**config.mk**
```make
export PLATFORM = sky130hd
export DESIGN_NAME = spike_aer_arbiter_flat
export DESIGN_NICKNAME = d
export VERILOG_FILES = /design/src/rtl/spike_aer_arbiter_pkg.sv /design/src/rtl/spike_aer_arbiter_if.sv /design/src/rtl/spike_aer_arbiter_rr_pick.sv /design/src/rtl/spike_aer_arbiter.sv /design/src/flat_wrapper.sv
export SDC_FILE = /design/constraint.sdc
export NUM_CORES = 1
export LEC_CHECK = 0
export BUFFER_PORTS_ARGS = -buffer_cell sky130_fd_sc_hd__buf_2
export CELL_PAD_IN_SITES_DETAIL_PLACEMENT = 1
export CELL_PAD_IN_SITES_GLOBAL_PLACEMENT = 1
export CORE_ASPECT_RATIO = 1.5
export CORE_MARGIN = 2
export CORE_UTILIZATION = 44
export DETAILED_ROUTE_END_ITERATION = 8
export PLACE_DENSITY_LB_ADDON = 0.05
export SYNTH_ARGS = -nofsm -noshare
export SYNTH_HDL_FRONTEND = slang
export SYNTH_HIERARCHICAL = 1
export SYNTH_SLANG_ARGS = --single-unit
```
**constraint.sdc**
```tcl
create_clock -name clk_i -period 5.9 [get_ports clk_i]
set_input_delay 1.18 -clock clk_i [delete_from_list [all_inputs] [get_ports clk_i]]
set_output_delay 1.18 -clock clk_i [all_outputs]
set_load 0.03 [all_outputs]
```
**src/rtl/spike_aer_arbiter_pkg.sv**
```systemverilog
// Shared definitions for the spiking-neuron array and its AER arbiter.
package snn_pkg;

  typedef enum logic {
    IDLE  = 1'b0,
    DRAIN = 1'b1
  } arb_state_e;

  localparam int SNN_NUM_NEURONS = 16;

  typedef logic [$clog2(SNN_NUM_NEURONS)-1:0] aer_addr_t;

endpackage

```
**src/rtl/spike_aer_arbiter_if.sv**
```systemverilog
// AER output channel: address plus valid/ready handshake toward the routing fabric.
interface spike_aer_arbiter_if
  import snn_pkg::*;
#(
  parameter int NUM_NEURONS = SNN_NUM_NEURONS
);
  localparam int ADDR_W = $clog2(NUM_NEURONS);

  logic              aer_valid_o;
  logic              aer_ready_i;
  logic [ADDR_W-1:0] aer_addr_o;

  modport master (
    output aer_valid_o,
    output aer_addr_o,
    input  aer_ready_i
  );

  modport slave (
    input  aer_valid_o,
    input  aer_addr_o,
    output aer_ready_i
  );

endinterface

```
**src/rtl/spike_aer_arbiter_rr_pick.sv**
```systemverilog
// Circular priority encoder: first set request at or after ptr_i, wrapping at NUM_NEURONS-1.
module rr_pick
  import snn_pkg::*;
#(
  parameter int NUM_NEURONS = SNN_NUM_NEURONS
) (
  input  logic [NUM_NEURONS-1:0]         req_i,
  input  logic [$clog2(NUM_NEURONS)-1:0] ptr_i,
  output logic [$clog2(NUM_NEURONS)-1:0] grant_o,
  output logic                           any_o
);
  localparam int ADDR_W = $clog2(NUM_NEURONS);

  // One extra bit so ptr+i never overflows before the modulo fold (ptr < N, i < N).
  logic [ADDR_W:0]   sum;
  logic [ADDR_W-1:0] idx;

  always_comb begin
    grant_o = '0;
    any_o   = 1'b0;
    sum     = '0;
    idx     = '0;
    for (int i = 0; i < NUM_NEURONS; i++) begin
      sum = {1'b0, ptr_i} + (ADDR_W+1)'(i);
      if (sum >= (ADDR_W+1)'(NUM_NEURONS)) begin
        sum = sum - (ADDR_W+1)'(NUM_NEURONS);
      end
      idx = sum[ADDR_W-1:0];
      if (!any_o && req_i[idx]) begin
        grant_o = idx;
        any_o   = 1'b1;
      end
    end
  end

endmodule

```
**src/rtl/spike_aer_arbiter.sv**
```systemverilog
// Round-robin AER arbiter: captures a spike vector per timestep and emits one address per handshake.
//   state | meaning
//   IDLE  | waiting for step_i; empty steps complete immediately
//   DRAIN | emitting captured spikes, aer_valid_o high
module spike_aer_arbiter
  import snn_pkg::*;
#(
  parameter int NUM_NEURONS = SNN_NUM_NEURONS
) (
  input  logic                   clk_i,
  input  logic                   rst_ni,
  input  logic [NUM_NEURONS-1:0] spike_i,
  input  logic                   step_i,
  spike_aer_arbiter_if.master    aer,
  output logic                   busy_o,
  output logic                   step_done_o,
  output logic                   overrun_o
);
  localparam int ADDR_W = $clog2(NUM_NEURONS);
  localparam logic [ADDR_W-1:0] LAST_IDX = ADDR_W'(NUM_NEURONS - 1);

  arb_state_e             state_r, state_n;
  logic [NUM_NEURONS-1:0] pending_r, pending_n;
  logic [ADDR_W-1:0]      ptr_r, ptr_n;
  logic [ADDR_W-1:0]      grant;
  logic                   any_req;
  logic                   done_n, overrun_n;
  logic                   in_drain, hs;

  rr_pick #(
    .NUM_NEURONS(NUM_NEURONS)
  ) u_rr_pick (
    .req_i  (pending_r),
    .ptr_i  (ptr_r),
    .grant_o(grant),
    .any_o  (any_req)
  );

  assign in_drain        = (state_r == DRAIN);
  assign hs              = in_drain && aer.aer_ready_i && any_req;
  assign aer.aer_valid_o = in_drain;
  assign aer.aer_addr_o  = in_drain ? grant : '0;
  assign busy_o          = in_drain;

  always_ff @(posedge clk_i or negedge rst_ni) begin
    if (!rst_ni) begin
      state_r     <= IDLE;
      pending_r   <= '0;
      ptr_r       <= '0;
      step_done_o <= 1'b0;
      overrun_o   <= 1'b0;
    end else begin
      state_r     <= state_n;
      pending_r   <= pending_n;
      ptr_r       <= ptr_n;
      step_done_o <= done_n;
      overrun_o   <= overrun_n;
    end
  end

  always_comb begin
    state_n   = state_r;
    pending_n = pending_r;
    ptr_n     = ptr_r;
    done_n    = 1'b0;
    overrun_n = 1'b0;
    unique case (state_r)
      IDLE: begin
        if (step_i) begin
          if (spike_i != '0) begin
            pending_n = spike_i;
            state_n   = DRAIN;
          end else begin
            done_n = 1'b1;
          end
        end
      end
      DRAIN: begin
        // A step landing here is dropped, even on the final handshake cycle.
        if (step_i) begin
          overrun_n = 1'b1;
        end
        if (hs) begin
          pending_n[grant] = 1'b0;
          ptr_n = (grant == LAST_IDX) ? '0 : grant + 1'b1;
          if (pending_n == '0) begin
            state_n = IDLE;
            done_n  = 1'b1;
          end
        end
      end
      default: state_n = IDLE;
    endcase
  end

endmodule

```
**src/flat_wrapper.sv**
```systemverilog
// flat-port wrapper written by rule: the top's interface ports become plain ports
module spike_aer_arbiter_flat import snn_pkg::*;
#(
  parameter int NUM_NEURONS = SNN_NUM_NEURONS
)
  (clk_i, rst_ni, spike_i, step_i, busy_o, step_done_o, overrun_o, aer_aer_valid_o, aer_aer_addr_o, aer_aer_ready_i);
  spike_aer_arbiter_if #(.NUM_NEURONS(NUM_NEURONS)) aer_i ();
  input  logic clk_i;
  input  logic rst_ni;
  input  logic [NUM_NEURONS-1:0] spike_i;
  input  logic step_i;
  output logic busy_o;
  output logic step_done_o;
  output logic overrun_o;
  output wire logic [$bits(aer_i.aer_valid_o)-1:0] aer_aer_valid_o;
  output wire logic [$bits(aer_i.aer_addr_o)-1:0] aer_aer_addr_o;
  input wire logic [$bits(aer_i.aer_ready_i)-1:0] aer_aer_ready_i;
  assign aer_aer_valid_o = aer_i.aer_valid_o;
  assign aer_aer_addr_o = aer_i.aer_addr_o;
  assign aer_i.aer_ready_i = aer_aer_ready_i;
  spike_aer_arbiter #(.NUM_NEURONS(NUM_NEURONS)) u_core (.clk_i(clk_i), .rst_ni(rst_ni), .spike_i(spike_i), .step_i(step_i), .aer(aer_i), .busy_o(busy_o), .step_done_o(step_done_o), .overrun_o(overrun_o));
endmodule
```
; Word level (Yosys, flattened, before mapping)
; Index checks and enable logic that the tools add are counted.
[totals]
reg_bits = 23
latchBits = 0
mem_bits_ro = 0
wordCells = 215
ram_bits = 0
input_bits = 20
mem_count = 0
[classes]
n_lt_le_gt_ge = 34
mux = 100
n_addsub = 32
n_eq_ne = 4
reduce_logical = 37
div_mod_pow = 0
multipliers = 0
shift = 0
n_bitwise = 3
[op_table]
columns = cell, count
row1 = $mux 4, 34
row2 = $lt 4x5->1 const B, 17
row3 = $ge 5x5->1 const B, 15
row4 = $bmux 1 s4, 16
row5 = $sub 4x1->4 const B, 16
row6 = $mux 16, 3
row7 = $mux 1, 43
row8 = $add 4x4->5 const B, 8
row9 = $pmux 16 s2, 1
row10 = $add 4x3->5 const B, 4
row11 = $logic_and 1x1->1, 18
row12 = $and 16x16->16, 1
row13 = $logic_not 16->1, 1
row14 = $not 16->16, 1
row15 = $reduce_bool 16->1, 1
row16 = $logic_not 1->1, 15
row17 = $add 4x2->5 const B, 2
row18 = $add 4x1->5 const B, 1
row19 = $ge 4x5->1 const B, 1
row20 = $add 4x1->4 const B, 1
row21 = $demux 1 s4, 1
row22 = $eq 4x4->1 const B, 1
row23 = $ge 4x1->1 const B, 1
row24 = $ne 2x2->1 const B, 2
row25 = other kinds (5), 6

; Depth between registers and ports, before layout
[depth]
word_depth = 60
mapped_depth = 23
depth_no_buf = 17

; Cells and area by module
; Netlist, hierarchy kept.
[modules_own_cells]
columns = module, cells_each, area_each_um2, n_inst
row1 = rr_pick, 280, 2472.4, 1
row2 = spike_aer_arbiter, 178, 1574.0, 1

; Worst setup path before layout
; OpenSTA, ideal clock, no wires.
[synth_path]
kind = register to output
from = reg u_core.ptr_r[1]
to = out aer_aer_addr_o[2]
t_required_ps = 4720
arrival_ps = 4896
n_path_buf = 6
setup_slack_ps = -176
path_stages_with_launch = 17
cell_sequence = dfrtp_1 clkbuf_1 clkbuf_1 clkinv_1 ha_1 buf_2 clkbuf_1 mux4_2 mux4_2 nor3_4 nand3_2 or4_1 buf_2 o2111ai_1 o21a_1 buf_6 and2_1
[synth_via]
elab_chain_cells = 51
[synth_rtl]
columns = item, line_no
row1 = from (decl), spike_aer_arbiter.sv:24  ; logic [ADDR_W-1:0] ptr_r, ptr_n;
row2 = from (signal assigned), spike_aer_arbiter.sv:55  ; ptr_r <= ptr_n;
row3 = branches (longest 49 deep; another with $add 4x1->5), -
row4 = $mux 4 (*), spike_aer_arbiter_rr_pick.sv:29  ; if (!any_o && req_i[idx]) begin
row5 = net u_core.grant[2], spike_aer_arbiter.sv:25  ; logic [ADDR_W-1:0] grant;
row6 = $mux 4 (*), spike_aer_arbiter.sv:42  ; assign aer.aer_addr_o = in_drain ? grant : '0;
row7 = to (decl), flat_wrapper.sv:16  ; output wire logic [$bits(aer_i.aer_addr_o)-1:0] aer_aer_addr_o;
; Mark *: on every way through the listed nets, which the timed path passes. The select of a mux whose other input is x is not followed.

; Worst setup path in the final report
[layout_path]
from = reg u_core.ptr_r[0]
to = out aer_aer_addr_o[2]
; Same word-level chain as after synthesis.

==> run summary <==
Syn Area/Cell: 8.83 sq um
Synth unique cells: 75
Outcome: complete, no violations
Most common cell after layout, fill and taps aside: nand2_1
Top_reg_cell synth: dfrtp_1
Critical path cell sequence: inv_1 > ha_2 > mux4_2 > mux2i_1 > mux2i_1 > nor4b_4 > buf_4 > nand2_1 > o32ai_1 > a21oi_1 > a2111oi_1 > o21a_2 > and2_1 > buf_2
Highest Clock Rate: 0.176 GHz
WP data required: 4.72 ns
Most common cell on crit path: mux2i_1
Post-synth ARST share: 100%
Hold depth: 1
Final-stage net count: 515
Post-route ant nets: 0
RSZ-0062 raised after global routing: false
Die ar.: 0.0100 sq mm
Global-route wire length before repair: 23800 microns
Vias per Instance: 6.93
Clk root buf: clkbuf_16
# H-tree levels: 1
1st-iter DRT viols: 306
Pre-antenna DRT Iters: 5
Fin crit share: 96.5%
Routed via count: 4112
Synth Instances: 458
CP Launch Type: register
Synth Register Bits: 23
Starting Density: 45.6%
TritonCTS clock tree: yes
HPWL Detailed: 12500 microns
CTS sink count: 23
Post-Syn Nets: 489
Clock Tree Buf Depth: 2
Die Span Y: 121 microns
Max cap viols: 0
Fin cells: 593
Ys Warns: 6
Total negative slack: 0 ns
CP endpoint kind: output port
Die width: 82.3 microns
Clock Pin Slew Worst Setup and Hold Paths: 0.06 ns
Tmin final: 5.69 ns
Vias in the first global route: 4110
Worst Hold Class: register to register
Worst Path Arrival: 4.51 ns
Final wirelength: 15900 microns
Residual DRC count: 0
Most frequent cells in the layout: nand2_1 (39), mux2i_1 (36), nor2_1 (32)
I/O pin count: 28
Synthesized area: 0.00405 sq mm
GPL Wtd Cong: 1.01
Layout cells sized above 1: 24.8%
CP max stage delay: 0.58 ns
Post-Route Skew: 0.00240 ns
Core Region: 0.00888 sq mm
R2r worst-path depth: 14
Register area share after synthesis: 14.2%
Largest net degree at the start of global routing: 33
Grt ovf: 0
Max Transition Viols Final: 0
Total GRT Usage: 33.0%
Crit path max-delay cell type: mux4_2
TritonCTS buffer count: 3
Final Hold Fails: 0
Setup violators final: 0
Relative slew slack: 26.2%
Per-cell routed wire length: 26.9 microns
Post-synth EDFFs: 0
Max Fanout on Critical Path: 11
Antenna violations before repair: 0
Area delta synth->final: 10.2%
Fillers: 1073
Buffers on Ports: 27
Hold Slack: 0.720 ns
WS Path Type: register to output port
Ant. Diodes: 0
Worst-Margin Slew: 1.10 ns
# rows: 42
Dpl cells: 589
Worst-skew pair later-pin latency: 0.27 ns
-- critical path: cells and delay by family, from the launching register on --
kind                       cells  cell delay [ns]
DFF                            1             0.50
and+or+nand+nor                3             0.61
AOI/OAI and AO/OA              4             1.05
muxes                          3             1.12
adders and majority gates      1             0.44
buffers and inverters          3             0.52
-- sequential cells by signal, summed over array words and instances (netlist names) --
signal / cells
u_core/pending_r: 16
u_core/ptr_r: 4
u_core/aer.aer_valid_o: 1
u_core/overrun_o: 1
u_core/step_done_o: 1
-- cells in the mapped netlist (9+ instances only) --
library cell   n  share of area, %
ha_1          11               3.4
nand2_1       39               3.6
dfrtp_1       23                14
and2_1        13               2.0
mux2i_1       37               9.2
clkbuf_1      13               1.2
buf_2         10               1.2
mux4_2        27                15
a21oi_1       29               3.6
a211oi_1       9               1.7
inv_1         17               1.6
mux2_2        16               4.5
nor2_1        32               3.0
a211o_1       10               2.2
o21ai_0       16               2.0
nor3_1        12               1.5
nand3_1       11               1.4
-- final cells by class --
class / instances / area [sq um] / share of cell area [%]
well taps: 110 / 138 / 3.09
clock buffers: 3 / 75.1 / 1.68
inverters: 18 / 67.6 / 1.51
flip-flops and latches: 23 / 577 / 12.9
clock inverters: 1 / 5.00 / 0.112
repair buffers: 53 / 343 / 7.69
multi-input cells: 385 / 3260 / 73.0
-- through the flow --
step | util, % | worst slack (ns) | area [sq um]
2_1_floorplan | - | 0.110 | 4050
3_3_place_gp | 49.0 | 0.415 | 4350
3_5_place_dp | 49.0 | 0.286 | 4350
4_1_cts | 49.9 | 0.0591 | 4430
5_1_grt | 50.2 | 0.0139 | 4460
6_report | 50.2 | 0.209 | 4460
-- kinds of logic after synthesis --
family / after synthesis / synth area share (%)
and+or+nand+nor: 151 / 20.2
AOI/OAI and AO/OA: 128 / 22.4
muxes: 84 / 31.2
buffers and inverters: 50 / 6.06
DFF: 23 / 14.2
xor gates and xnor gates: 11 / 2.57
adders and majority gates: 11 / 3.40
-- timing repair --
action                                  4_1_cts  5_1_grt
buffers inserted                              0        0
endpoints found under the setup margin        1        3
hold buffers                                  0        0
resized for setup                             1        6
-- worst paths after layout --
kind / startpoint / to / slack, ns
setup / recovery: u_core/ptr_r[0] / aer_aer_addr_o[2] / 0.21
hold / removal: u_core/ptr_r[0] / u_core/ptr_r[0] / 0.72
setup reg to reg: u_core/ptr_r[0] / u_core/aer.aer_valid_o / 0.52
hold reg to reg: u_core/ptr_r[0] / u_core/ptr_r[0] / 0.72
max in group asynchronous: rst_ni / u_core/ptr_r[0] / 4.63
min in group asynchronous: rst_ni / u_core/overrun_o / 0.88
-- per-layer routing --
layer | track usage [%] | vias to the layer above | share of wire (%)
li1 | - | 1840 | -
met1 | 35.9 | 2070 | 36
met2 | 61.7 | 159 | 55
met3 | 2.01 | 43 | 3.8
met4 | 16.6 | 0 | 4.9
met5 | 0 | - | 0
Power is left out: the tool's default activity adds up to more than one toggle a clock period on the data nets, which glitch-free logic cannot reach.
